===== src/rtl/fft_pkg.sv =====
// fft_pkg: default FFT sizing/latencies and the sequencer FSM state type
package fft_pkg;
    localparam int N_LOG2_DEF       = 10;
    localparam int DATA_WIDTH_DEF   = 24;
    localparam int MEM_LATENCY_DEF  = 1;
    localparam int BFLY_LATENCY_DEF = 3;
    typedef enum logic [1:0] {IDLE, ISSUE, DRAIN, DONE} state_t;
endpackage


===== src/rtl/fft_sequencer_if.sv =====
// fft_sequencer_if: control, RAM address and butterfly handshake bundle of the FFT sequencer
interface fft_sequencer_if
    import fft_pkg::*;
    #(parameter int N_LOG2 = N_LOG2_DEF);
    localparam int SW = $clog2(N_LOG2);
    logic              i_start;
    logic              o_busy;
    logic              o_done;
    logic              o_rd_en;
    logic [N_LOG2-1:0] o_rd_addr_a;
    logic [N_LOG2-1:0] o_rd_addr_b;
    logic [N_LOG2-2:0] o_tw_addr;
    logic              o_bfly_start;
    logic              i_bfly_valid;
    logic              o_wr_en;
    logic [N_LOG2-1:0] o_wr_addr_a;
    logic [N_LOG2-1:0] o_wr_addr_b;
    logic [SW-1:0]     o_stage;
    logic              o_err;
    modport slave (
        input  i_start, i_bfly_valid,
        output o_busy, o_done, o_rd_en, o_rd_addr_a, o_rd_addr_b, o_tw_addr, o_bfly_start,
               o_wr_en, o_wr_addr_a, o_wr_addr_b, o_stage, o_err
    );
    modport master (
        output i_start, i_bfly_valid,
        input  o_busy, o_done, o_rd_en, o_rd_addr_a, o_rd_addr_b, o_tw_addr, o_bfly_start,
               o_wr_en, o_wr_addr_a, o_wr_addr_b, o_stage, o_err
    );
endinterface


===== src/rtl/fft_addr_gen.sv =====
// fft_addr_gen: radix-2 in-place operand pair and twiddle index for stage s, butterfly k
module fft_addr_gen
    import fft_pkg::*;
#(
    parameter int N_LOG2 = N_LOG2_DEF
) (
    input  logic [$clog2(N_LOG2)-1:0] s,
    input  logic [N_LOG2-2:0]         k,
    output logic [N_LOG2-1:0]         addr_a,
    output logic [N_LOG2-1:0]         addr_b,
    output logic [N_LOG2-2:0]         tw
);
    localparam logic [N_LOG2-1:0] ONE = 1;
    logic [N_LOG2-1:0] kk, span, pos;
    // addr_a has a zero in the span bit, so OR-ing span in is the +span
    always_comb begin
        kk     = {1'b0, k};
        span   = ONE << s;
        pos    = kk & (span - ONE);
        addr_a = ((kk >> s) << (int'(s) + 1)) | pos;
        addr_b = addr_a | span;
        tw     = (N_LOG2-1)'(pos << (N_LOG2 - 1 - int'(s)));
    end
endmodule


===== src/rtl/fft_sequencer.sv =====
// fft_sequencer: stage/butterfly scheduler for an in-place radix-2 FFT with delayed write-back
module fft_sequencer
    import fft_pkg::*;
#(
    parameter int N_LOG2       = N_LOG2_DEF,
    parameter int DATA_WIDTH   = DATA_WIDTH_DEF,
    parameter int MEM_LATENCY  = MEM_LATENCY_DEF,
    parameter int BFLY_LATENCY = BFLY_LATENCY_DEF
) (
    input logic           clk,
    input logic           reset,
    fft_sequencer_if.slave bus
);
    localparam int SW = $clog2(N_LOG2);
    localparam int D  = MEM_LATENCY + BFLY_LATENCY;
    localparam logic [N_LOG2-2:0] K_LAST = '1;
    localparam logic [N_LOG2-2:0] K_ONE  = 1;
    localparam logic [SW-1:0]     S_LAST = SW'(N_LOG2 - 1);
    localparam logic [SW-1:0]     S_ONE  = 1;
    localparam logic [D-1:0]      TAP    = D'(1) << (D - 1);
    state_t            state, state_next;
    logic [SW-1:0]     s, s_next;
    logic [N_LOG2-2:0] k, k_next;
    logic [N_LOG2-1:0] addr_a, addr_b, rd_a, rd_b;
    logic [N_LOG2-2:0] tw;
    logic              rd_en, pending, err;
    logic [D-1:0]      vld;
    logic [N_LOG2-1:0] dla [D];
    logic [N_LOG2-1:0] dlb [D];

    if (N_LOG2 < 2 || N_LOG2 > 12 || DATA_WIDTH < 1 || D < 1) begin : g_bad_params
        $error("fft_sequencer: unsupported parameter set");
    end

    fft_addr_gen #(.N_LOG2(N_LOG2)) u_addr_gen (
        .s      (s),
        .k      (k),
        .addr_a (addr_a),
        .addr_b (addr_b),
        .tw     (tw)
    );

    always_ff @(posedge clk) begin
        if (reset) begin
            state <= IDLE;
            s     <= '0;
            k     <= '0;
        end else begin
            state <= state_next;
            s     <= s_next;
            k     <= k_next;
        end
    end

    // the tap entry retires this cycle, so only earlier entries keep DRAIN waiting
    assign pending = |(vld & ~TAP);

    always_comb begin
        state_next = state;
        s_next     = s;
        k_next     = k;
        case (state)
            IDLE: if (bus.i_start) begin
                state_next = ISSUE;
                s_next     = '0;
                k_next     = '0;
            end
            ISSUE: begin
                k_next     = k + K_ONE;
                state_next = (k == K_LAST) ? DRAIN : ISSUE;
            end
            DRAIN: if (!pending) begin
                state_next = (s == S_LAST) ? DONE : ISSUE;
                s_next     = (s == S_LAST) ? s : s + S_ONE;
            end
            DONE: begin
                state_next = IDLE;
                s_next     = '0;
            end
            default: state_next = IDLE;
        endcase
    end

    assign rd_en = state == ISSUE;
    assign rd_a  = rd_en ? addr_a : '0;
    assign rd_b  = rd_en ? addr_b : '0;

    // invalid slots carry zero addresses, so the tap needs no extra gating
    always_ff @(posedge clk) begin
        if (reset) begin
            vld <= '0;
            for (int i = 0; i < D; i++) begin
                dla[i] <= '0;
                dlb[i] <= '0;
            end
        end else begin
            vld[0] <= rd_en;
            dla[0] <= rd_a;
            dlb[0] <= rd_b;
            for (int i = 1; i < D; i++) begin
                vld[i] <= vld[i-1];
                dla[i] <= dla[i-1];
                dlb[i] <= dlb[i-1];
            end
        end
    end

    always_ff @(posedge clk) begin
        err <= reset ? 1'b0 : err | (vld[D-1] != bus.i_bfly_valid);
    end

    if (MEM_LATENCY == 0) begin : g_bs_direct
        assign bus.o_bfly_start = rd_en;
    end else begin : g_bs_delayed
        assign bus.o_bfly_start = vld[MEM_LATENCY-1];
    end

    assign bus.o_busy      = state == ISSUE || state == DRAIN;
    assign bus.o_done      = state == DONE;
    assign bus.o_rd_en     = rd_en;
    assign bus.o_rd_addr_a = rd_a;
    assign bus.o_rd_addr_b = rd_b;
    assign bus.o_tw_addr   = rd_en ? tw : '0;
    assign bus.o_wr_en     = vld[D-1];
    assign bus.o_wr_addr_a = dla[D-1];
    assign bus.o_wr_addr_b = dlb[D-1];
    assign bus.o_stage     = s;
    assign bus.o_err       = err;
endmodule


===== src/flat_wrapper.sv =====
// flat-port wrapper written by rule: the top's interface ports become plain ports
module fft_sequencer_flat import fft_pkg::*;
#(
    parameter int N_LOG2       = N_LOG2_DEF,
    parameter int DATA_WIDTH   = DATA_WIDTH_DEF,
    parameter int MEM_LATENCY  = MEM_LATENCY_DEF,
    parameter int BFLY_LATENCY = BFLY_LATENCY_DEF
)
  (clk, reset, bus_i_start, bus_i_bfly_valid, bus_o_busy, bus_o_done, bus_o_rd_en, bus_o_rd_addr_a, bus_o_rd_addr_b, bus_o_tw_addr, bus_o_bfly_start, bus_o_wr_en, bus_o_wr_addr_a, bus_o_wr_addr_b, bus_o_stage, bus_o_err);
  fft_sequencer_if #(.N_LOG2(N_LOG2)) bus_i ();
  input logic clk;
  input logic reset;
  input wire logic [$bits(bus_i.i_start)-1:0] bus_i_start;
  input wire logic [$bits(bus_i.i_bfly_valid)-1:0] bus_i_bfly_valid;
  output wire logic [$bits(bus_i.o_busy)-1:0] bus_o_busy;
  output wire logic [$bits(bus_i.o_done)-1:0] bus_o_done;
  output wire logic [$bits(bus_i.o_rd_en)-1:0] bus_o_rd_en;
  output wire logic [$bits(bus_i.o_rd_addr_a)-1:0] bus_o_rd_addr_a;
  output wire logic [$bits(bus_i.o_rd_addr_b)-1:0] bus_o_rd_addr_b;
  output wire logic [$bits(bus_i.o_tw_addr)-1:0] bus_o_tw_addr;
  output wire logic [$bits(bus_i.o_bfly_start)-1:0] bus_o_bfly_start;
  output wire logic [$bits(bus_i.o_wr_en)-1:0] bus_o_wr_en;
  output wire logic [$bits(bus_i.o_wr_addr_a)-1:0] bus_o_wr_addr_a;
  output wire logic [$bits(bus_i.o_wr_addr_b)-1:0] bus_o_wr_addr_b;
  output wire logic [$bits(bus_i.o_stage)-1:0] bus_o_stage;
  output wire logic [$bits(bus_i.o_err)-1:0] bus_o_err;
  assign bus_i.i_start = bus_i_start;
  assign bus_i.i_bfly_valid = bus_i_bfly_valid;
  assign bus_o_busy = bus_i.o_busy;
  assign bus_o_done = bus_i.o_done;
  assign bus_o_rd_en = bus_i.o_rd_en;
  assign bus_o_rd_addr_a = bus_i.o_rd_addr_a;
  assign bus_o_rd_addr_b = bus_i.o_rd_addr_b;
  assign bus_o_tw_addr = bus_i.o_tw_addr;
  assign bus_o_bfly_start = bus_i.o_bfly_start;
  assign bus_o_wr_en = bus_i.o_wr_en;
  assign bus_o_wr_addr_a = bus_i.o_wr_addr_a;
  assign bus_o_wr_addr_b = bus_i.o_wr_addr_b;
  assign bus_o_stage = bus_i.o_stage;
  assign bus_o_err = bus_i.o_err;
  fft_sequencer #(.N_LOG2(N_LOG2), .DATA_WIDTH(DATA_WIDTH), .MEM_LATENCY(MEM_LATENCY), .BFLY_LATENCY(BFLY_LATENCY)) u_core (.clk(clk), .reset(reset), .bus(bus_i));
endmodule

===== config.mk =====
export PLATFORM = sky130hd
export DESIGN_NAME = fft_sequencer_flat
export DESIGN_NICKNAME = d
export VERILOG_FILES = /design/src/rtl/fft_pkg.sv /design/src/rtl/fft_sequencer_if.sv /design/src/rtl/fft_addr_gen.sv /design/src/rtl/fft_sequencer.sv /design/src/flat_wrapper.sv
export SDC_FILE = /design/constraint.sdc
export NUM_CORES = 1
export LEC_CHECK = 0
export CAP_MARGIN = 20
export CORE_MARGIN = 8
export CORE_UTILIZATION = 35
export CTS_BUF_LIST = sky130_fd_sc_hd__clkbuf_2 sky130_fd_sc_hd__clkbuf_4 sky130_fd_sc_hd__clkbuf_8
export DETAILED_ROUTE_END_ITERATION = 10
export GPL_ROUTABILITY_DRIVEN = 0
export SETUP_SLACK_MARGIN = 0.4
export SYNTH_ARGS = -nofsm -noshare
export SYNTH_HDL_FRONTEND = slang
export SYNTH_SLANG_ARGS = --single-unit

===== constraint.sdc =====
create_clock -name clk -period 4.6 [get_ports clk]
set_clock_uncertainty 0.1 [all_clocks]
set_input_delay 0.69 -clock clk [delete_from_list [all_inputs] [get_ports clk]]
set_output_delay 0.69 -clock clk [all_outputs]
set_load 0.005 [all_outputs]

# Yosys cells after proc, flatten, opt, wreduce, memory -nomap -nowiden
# Memory sizes are Yosys's and may differ from the RTL's.
# Cells that the tools add are included.
# word_totals
n_memories,2
ff_bits,20
input_bits,4
output_inout_bits,59
wordCells,70
ramBits,80
# mem_list
memory,depth,width,read_ports,rd_ports_with_merged_regs,wr,line,text
u_core.dla,4,10,4,0,4,fft_sequencer.sv:28,logic [N_LOG2-1:0] dla [D];
u_core.dlb,4,10,4,0,4,fft_sequencer.sv:29,logic [N_LOG2-1:0] dlb [D];
# op_classes
n_eq_ne,9
n_addsub,5
muxes,25
shift,4
n_reduce_logical,8
bitwise,12
# op_table
cell,n
$mux W10,10
$shl A10 B32 Y9,1
$or A10 B10 Y10,2
$mux W9,2
$pmux W9 S2,1
$mux W4,3
$pmux W4 S3,1
$and A9 B10 Y10,1
$shl A1 B4 Y10 const A,1
$shl A10 B5 Y10,1
$shr A9 B4 Y10,1
$sub A10 B1 Y10 const B,1
$add A9 B1 Y9 const B,1
$eq A9 B9 Y1 const B,1
$or A1 B1 Y1,9
$mux W2,4
$pmux W2 S4,1
$ne A2 B2 Y1 const B,3
$add A4 B1 Y5 const B,1
$sub A4 B4 Y5 const A,1
$add A4 B1 Y4 const B,1
$eq A2 B2 Y1 const B,2
$eq A4 B4 Y1 const B,1
$reduce_and A2 Y1,2
other kinds (9),11

# Logic depth before layout (Yosys ltp)
# Gate-level depths: netlist of run 1.
# depth
word_depth,7
mapped_depth,15
ltp_nobuf,10

# Hierarchy
# Synthesis of run 1 repeated with hierarchy kept, for this count alone.
# unflattened
cells_unflattened,583
hier_area_um2,5109.9
# modules_own_cells
mod,cells_per_inst,seq_area_each_um2,area_each_um2,instances
fft_sequencer,336,2001.9,3479.6,1
fft_addr_gen,247,0.0,1630.3,1

# Least setup slack after synthesis of run 1
# No wires, ideal clock.
# synth_path
path_type,reg2out
startpoint,reg u_core.s[1] (netlist: u_core.bus.o_stage[1])
endpoint,out bus_o_tw_addr[8]
stages_incl_launch_ff,16
path_slack_ps,548
arrival_ps,3262
n_path_buf,5
required_ps,3810
path_cell_list,dfxtp_1 buf_6 clkbuf_1 buf_2 inv_1 clkbuf_1 ha_1 clkbuf_1 nand2_1 ha_1 or4b_1 o21ai_0 a31oi_1 mux2i_1 nor4b_1 o311a_1
# synth_between
elab_chain_cells,5
word_cells_on_any_way,6
cone_classes,add/sub: 2; shift: 2; mux: 1; bitwise: 1
# synth_rtl
element,line,text
start: declaration,fft_sequencer.sv:22,"logic [SW-1:0] s, s_next;"
start signal: assignment,fft_sequencer.sv:50,s <= s_next;
$shl A1 B4 Y10,fft_addr_gen.sv:18,span = ONE << s;
$sub A10 B1 Y10,fft_addr_gen.sv:19,pos = kk & (span - ONE);
$and A9 B10 Y10,fft_addr_gen.sv:19,
$shl A10 B32 Y9 *,fft_addr_gen.sv:22,tw = (N_LOG2-1)'(pos << (N_LOG2 - 1 - int'(s)));
$mux W9 *,fft_sequencer.sv:123,assign bus.o_tw_addr = rd_en ? tw : '0;
end: declaration,flat_wrapper.sv:20,output wire logic [$bits(bus_i.o_tw_addr)-1:0] bus_o_tw_addr;
# Every way passes the cells marked *; elsewhere a longest branch is shown, timed or not.

# Worst setup path after layout of run 1
# layout_path
startpoint,reg u_core.s[0] (netlist: u_core.bus.o_stage[0])
endpoint,out bus_o_tw_addr[4]
# The elaborated chain is that of the path after synthesis.

==> impl_summary.md, run 1 <==
Finish
Leaving out fill and tap cells, the most frequent cell in the layout is dfxtp_1. The sequential cell area is 2010 um2. In the layout the commonest cells are 97 x dfxtp_1, 69 x nor2b_1, 61 x clkdlybuf4s50_1.

The finished layout cell area is 5800 um2. Summing all multi-input logic gate instances after layout gives 2560 um2. The final design utilization is 0.425. 0 antenna diodes ended up in the layout.

The layout overhead on the synthesized area is 19.9%. The number of filler instances in the final layout is 1,372. The net count of the finished layout is 618.

In the final layout, the share of cells above drive strength 1 is 0.0897.

Worst setup path
The delay contributed by the slowest stage of the critical path is 510 ps. The critical path in this run is classified as reg -> out. The critical-path cell with the highest stage delay is clkdlybuf4s50_1. In this run the worst path has a maximum fanout of 15. The buffering stage count on the worst path with inverters included is 3.

The family of cells with the greatest summed delay on the critical path is buffers and inverters. The data required time of the worst path is 3810 ps. STA classifies the critical path startpoint as a register. The signal on the critical path passes through inv_1 -> buf_4 -> ha_1 -> nor3b_2 -> xor2_1 -> a31oi_1 -> a211o_1 -> mux2_2 -> nor2_1 -> clkdlybuf4s50_1. The category of the worst setup path capture point is a primary output. The arrival time of data at the critical path endpoint is 3250 ps.

Timing
The clock period minus final worst setup slack is 4040 ps. In the post-route analysis, the smallest setup slack over all paths is 557 ps. The slew at the pin closest to its max-slew limit is 714 ps. Setup violations remaining at the end of the flow were counted as 0. The worst slack on hold paths is 334 ps. The max-slew violation count is 0. Dividing the final minimum period by the clock period gives 0.879. In this run the tightest slew margin relative to its limit is 0.524.

The final number of hold-violating endpoints was 0. Setup repair after global routing left no endpoint under its margin. The maximum clock frequency is 0.247 GHz. Setup total negative slack on the finished layout was measured at 0 ps.

Clocking
The cts-stage hold buffer count is 0. The clock passes through at most 2 buffers. The clock input transition at the sequential cells of the worst setup and hold paths is 100 ps. The clock tree from TritonCTS is yes.

The number of clock buffers added by TritonCTS is 9. The clock net in this run drives a total of 100 sinks. Clock latency on the worst-skew pair, taken at its later pin, is 340 ps. The level count of the clock H-tree is 3. The root buffer cell is clkbuf_8.

Detailed routing
The via count is 4,123. The final routed wire length divided by cell count is 15.7 um. The final routed DRC violation total is 0. The count of nets left with antenna violations once routing finished came out at 0. The DRC marker count from the first detailed-route iteration is 399. The via count normalized by instance count is 5.27.

The pre-antenna-repair detailed-routing pass consisted of 5 iterations. The total length of routed wires is 12,300 um.

Global route
After global routing the overflow that remains totals 0. The number of antenna violations at the first check in global routing is 0. The via count of the first global-routing pass was 3,774. The first global-routing pass estimated 19,500 um of wire. The largest net degree at the start of global routing is 76. In the global route stage, overall resource usage came out at 0.134.

Synthesis
The number of synthesized register bits is 100. In this run the cell area of the synthesized design comes to 4840 um2. The total number of yosys warnings is 0. The distinct cell type count after synthesis is 68. Of the synthesized area, sequential elements account for 0.414. The top flip-flop cell by instance count after synthesis is dfxtp_1.

The number of standard cells after synthesis is 563. The share of synthesized registers carrying an async set or reset is 0. The number of enable-type register cells in the synthesized netlist is 0. The post-synthesis average cell area is 8.59 um2.

The net count after synthesis is 583.

Floorplanning
The number of ports placed on the die boundary is 63. The height of the die is 134 um. The core area is 13,700 um2. The die footprint is 17,800 um2. The total number of placement rows is 43.

The initial utilization of the core area, before any placement, comes to 0.354. The horizontal extent of the die is 134 um.

Place
The number of buffer cells added on primary ports is 62. The post-detailed-placement half-perimeter wirelength is 8910 um. OpenSTA, run right after detailed placement, puts the worst setup slack at 741 ps. Summing all placed instances gives a cell area of 5510 um2.

Hold path
The class of the worst hold path is reg -> reg.

Run
The number of max-cap violations is 0.

Pwr
The worst ir drop on vdd is 0.154 mV. Summed over all cells, the static leakage comes to 2.09 nW. Power spread over the standard cell area amounts to 280 nW/um2.

Outcome
The run finished with clean final reports.
==> per-stage QoR <==
stage	power (mW)	std cells
2_1_floorplan	0.955	563
3_3_place_gp	0.992	766
3_5_place_dp	0.994	766
4_1_cts	1.65	782
5_1_grt	1.70	782
6_report	1.63	782
==> path summary, 6_finish.rpt <==
kind | from | end | slack (ps) | depth (start not counted)
worst min-delay path | u_core.dlb[1][6] | u_core.dlb[2][6] | 330 | 1
worst max-delay path | u_core.bus.o_stage[0] | bus_o_tw_addr[4] | 560 | 10
worst min register to register | u_core.dlb[1][6] | u_core.dlb[2][6] | 330 | 1
worst max register to register | u_core.bus.o_stage[0] | u_core.dlb[0][5] | 2020 | 8
==> worst register-to-register path, cell delays in order (launching register included) <==
cell and delay, ps:
dfxtp_4 440, inv_1 80, ha_2 460, or2_2 210
nor2_1 50, a221oi_1 360, nand2_1 170, a311oi_2 460
a21oi_1 120
==> synthesized netlist by cell type, types with 3 or more instances <==
| cell type | instances | area share |
|---|---|---|
| ha_1 | 16 | 0.041 |
| a21oi_1 | 32 | 0.033 |
| or2_2 | 4 | 0.0052 |
| mux2i_1 | 13 | 0.027 |
| nor2_1 | 60 | 0.047 |
| a31oi_1 | 8 | 0.010 |
| dfxtp_1 | 100 | 0.41 |
| o221ai_1 | 4 | 0.0072 |
| nor4_1 | 4 | 0.0052 |
| clkbuf_1 | 27 | 0.021 |
| o22ai_1 | 6 | 0.0078 |
| nor3_1 | 10 | 0.010 |
| xnor2_1 | 5 | 0.0091 |
| nor2b_1 | 69 | 0.089 |
| o31ai_1 | 4 | 0.0062 |
| nand2b_1 | 13 | 0.017 |
| xor2_1 | 4 | 0.0072 |
| nand3_1 | 11 | 0.011 |
| a31o_2 | 3 | 0.0054 |
| and2_1 | 8 | 0.010 |
| a2111oi_0 | 3 | 0.0054 |
| inv_1 | 12 | 0.0093 |
| buf_4 | 13 | 0.020 |
| o21ai_0 | 17 | 0.018 |
| a32oi_1 | 3 | 0.0054 |
| o311a_1 | 3 | 0.0062 |
| a22o_1 | 3 | 0.0054 |
| or3_1 | 4 | 0.0052 |
| and3_1 | 6 | 0.0078 |
| o21a_1 | 8 | 0.012 |
| o211ai_1 | 6 | 0.0093 |
| buf_2 | 8 | 0.0083 |
| nand2_1 | 31 | 0.024 |
==> registers in the layout, indices dropped and copies added, names as in the netlist <==
signal              flops
u_core.state            2
u_core.dlb             40
u_core.k                9
u_core.vld              4
u_core.bus.o_stage      4
u_core.dla             40
u_core.bus.o_err        1
==> metal layers <==
layer  part of all wire  vias to the layer above  wire [um]  track usage
li1                   -                     2008          -            -
met1               0.43                     1893       5290        0.166
met2               0.46                      183       5690        0.215
met3              0.070                       39        862       0.0286
met4              0.038                        0        464       0.0661
met5                  0                        -          0            0
==> kinds of logic (layout without fill, tap and decap cells) <==
kind of cell	after synthesis	count (layout)	share of synthesized area
compound gates	123	123	0.174
xor+xnor	9	9	0.0163
fa+ha+maj	16	16	0.0414
buf+inv	65	104	0.0641
flops	100	100	0.414
mux	15	15	0.0315
simple gates	235	235	0.259
==> power breakdown <==
part / leakage, nW / switching (mW) / internal [mW]
Clock: 0.121 / 0.284 / 0.369
Combinational: 1.16 / 0.0601 / 0.0343
Sequential: 0.808 / 0.00628 / 0.872
Total: 2.09 / 0.351 / 1.27
==> layout make-up <==
class,count,area share
well taps,180,0.0388
clock buffers,10,0.0226
inverters,15,0.0103
multi-input cells,398,0.441
flip-flops and latches,100,0.346
clock inverters,5,0.0185
repair buffers,74,0.123
==> timing repair <==
action                                  CTS  global route
setup buffers                             1             0
endpoints found under the setup margin    9            20
gates resized for setup                   3            16
No activity file was read; power rests on OpenSTA's default activity.
==> inputs of run 2 (changes only) <==
--- a/config.mk
+++ b/config.mk
@@ -7,11 +7,12 @@
 export LEC_CHECK = 0
 export CAP_MARGIN = 20
 export CORE_MARGIN = 8
-export CORE_UTILIZATION = 35
+export CORE_UTILIZATION = 40
 export CTS_BUF_LIST = sky130_fd_sc_hd__clkbuf_2 sky130_fd_sc_hd__clkbuf_4 sky130_fd_sc_hd__clkbuf_8
 export DETAILED_ROUTE_END_ITERATION = 10
 export GPL_ROUTABILITY_DRIVEN = 0
 export SETUP_SLACK_MARGIN = 0.4
+export SLEW_MARGIN = 20
 export SYNTH_ARGS = -nofsm -noshare
 export SYNTH_HDL_FRONTEND = slang
 export SYNTH_SLANG_ARGS = --single-unit
==> run 2 against run 1 <==
  * Count of clock-buffer cells in the layout did not move
  * Worst setup slack worse by 58 ps
  * Critical endpoint is now bus_o_tw_addr[8]
  * Critical path type unchanged
  * Die area decreased by 11%
  * Final cell count shrank 3.5%
  * Highest routed layer unchanged
  * Total power down 6.7%
  * Largest power group unchanged
  * Sequential share of layout area up 0.19 points
  * Global-route usage grew 2.3 points
  * Critical path depth increased by 2
  * Via count increased by 0.99%
==> impl_summary.md, run 2 (synthesis results as in run 1) <==
Outcome
The flow ran to the end, and the final reports show no timing, DRC or antenna violations.

Timing
Setup repair after global routing could not meet its margin everywhere. The final setup violation count is 0 (unchanged). The sum of negative setup slack was 0 ps (unchanged). The max-slew violation count is 0 (unchanged). The final number of hold-violating endpoints came to 0 (unchanged).

The max-slew headroom at the worst pin came to 0.530 (+0.00636). The clock period minus final worst setup slack is 4100 ps (+58.3 ps). The slew at the pin closest to its max-slew limit is 705 ps (-9.55 ps). The maximum clock frequency came to 0.244 GHz (-1.4%).

The share of the clock period used by the worst path is 0.892 (+0.0127).

Finish
In the layout the commonest cells are 97 x dfxtp_1, 69 x nor2b_1, 61 x clkdlybuf4s50_1. The total inserted antenna cells is 0 (unchanged). The library cell used most frequently in the layout, excluding fill and tap cells, is dfxtp_1. The final design utilization came to 0.485 (+0.0604). Compared with the post-synthesis result, the final layout area differs by 19.4%.

The layout cell share with drive strength beyond 1 is 0.104 (+0.0139). The net count of the finished layout was 623 (+0.81%). In the final layout, the registers with the most flip-flops are u_core.dla (40), u_core.dlb (40), u_core.k (9).

Detailed routing
The final routed DRC violation total is 0 (unchanged). The via count normalized by instance count came to 5.52 (+4.6%). The final routed wire length divided by cell count came to 16.9 um (+7.2%).

The final antenna-violating net count was 0 (unchanged). The DRC marker count from the first detailed-route iteration came to 416 (+4.3%). The total length of routed wires is 12,700 um (+3.5%).

The via count came to 4,164 (+0.99%). The total iterations of the first detailed-routing run is 5 (unchanged).

Clocking
The buffer levels on the longest clock path is 2 (unchanged). The total clock buffers created by CTS is 9 (unchanged). The root buffer cell is clkbuf_8. The cts-stage hold buffer count is 0 (unchanged). The clock tree from TritonCTS is yes. The insertion delay of the later-clocked pin in the worst-skew pair was 360 ps (+20 ps). The level count of the clock H-tree was 3 (unchanged). The clock input transition at the sequential cells of the worst setup and hold paths is 110 ps (about the same). The clock sink total is 100 (unchanged).

Worst setup path
The arrival time of data at the critical path endpoint was 3310 ps (+60 ps). STA classifies the critical path endpoint as a primary output. The largest fanout on the critical path was 13 (-2). STA classifies the critical path startpoint as a register. The critical path is of the reg -> out type.

The data required time of the worst path is 3810 ps (about the same).

Global route
The overall track demand over capacity in global routing is 0.157 (+0.0230). The number of antenna violations at the first check in global routing is 0 (unchanged). The largest net degree at the start of global routing came to 76 (unchanged). The total grt overflow is 0 (unchanged). The via count of the first global-routing pass is 3,870 (+2.5%). The global-route wire length before repair came to 20,300 um (+4.1%).

Pwr
The leakage power is 2.10 nW (+0.27%). The worst ir drop on vdd is 0.140 mV (-9.6%). The total power per unit cell area is 263 nW/um2 (-6.3%).

Floorplanning
The number of ports placed on the die boundary was 63 (unchanged). The die footprint is 15,900 um2 (-11%). The total number of placement rows is 40 (-7.0%).

The height of the die is 126 um (-5.7%). The horizontal extent of the die is 126 um (-5.7%). The core area is 11,900 um2 (-13%). The starting utilization of the core area is 0.406 (+0.0521).

Place
The post-detailed-placement half-perimeter wirelength came to 9080 um (+1.9%). The number of buffer cells added on primary ports is 62 (unchanged).

Run
The number of max-cap violations came to 0 (unchanged).

Hold path
The min-delay analysis places its worst path in the category reg -> reg.
==> run 2: per-layer routing <==
layer	global-route usage	share of wire
met2	0.251	0.46
met5	0	0
met4	0.0665	0.028
met3	0.0338	0.063
met1	0.200	0.45
==> run 2: per-stage QoR <==
stage | worst slack (ps) | cell area [um2] | total power [mW] | hold slack (ps) | std cells
floorplan | 548 | 4840 | 0.955 | 314 | 563
global placement | 627 | 5480 | 0.995 | 316 | 735
detailed placement | 579 | 5480 | 0.997 | 320 | 735
CTS | 435 | 5710 | 1.54 | 329 | 755
global route | 351 | 5780 | 1.58 | 338 | 755
finish | 498 | 5780 | 1.52 | 331 | 755
==> run 2: timing repair <==
action / CTS / global route
buffers inserted: 4 / 0
resized for setup: 8 / 18
endpoints found under the setup margin: 11 / 15
pin swaps: 1 / 1
==> run 2: worst max-delay path: stages (launching register included) <==
cell,delay [ps]
dfxtp_2,370
clkinvlp_4,140
ha_2,210
buf_6,150
nand2_4,90
ha_4,160
or4b_4,460
o21ai_2,140
a31oi_1,80
mux2i_1,290
nor4b_2,80
o311a_1,330
clkdlybuf4s50_1,450
==> run 2: path summary, 6_finish.rpt <==
check	from	endpoint	slack [ps]	depth (start not counted)
setup / recovery	u_core.bus.o_stage[1]	bus_o_tw_addr[8]	500	12
hold / removal	u_core.dla[0][11]	u_core.dla[0][21]	330	1
setup reg to reg	u_core.bus.o_stage[2]	u_core.dlb[0][3]	1970	7
hold reg to reg	u_core.dla[0][11]	u_core.dla[0][21]	330	1
==> run 2: report_power, final <==
| part | internal (mW) | total, mW | switching, mW |
|---|---|---|---|
| Sequential | 0.871 | 0.878 | 0.00655 |
| Clock | 0.214 | 0.542 | 0.328 |
| Combinational | 0.0355 | 0.0976 | 0.0621 |
| Total | 1.12 | 1.52 | 0.396 |
==> run 2: area by class of cell <==
cell class                 count  area [um2]
fill                        1162        6130
multi-input combinational    398        2580
sequential                   100        2010
timing repair buffer          79         754
tap                          147         184
clock buffer                  10         131
inverter                      15        60.1
clock inverter                 6        55.1
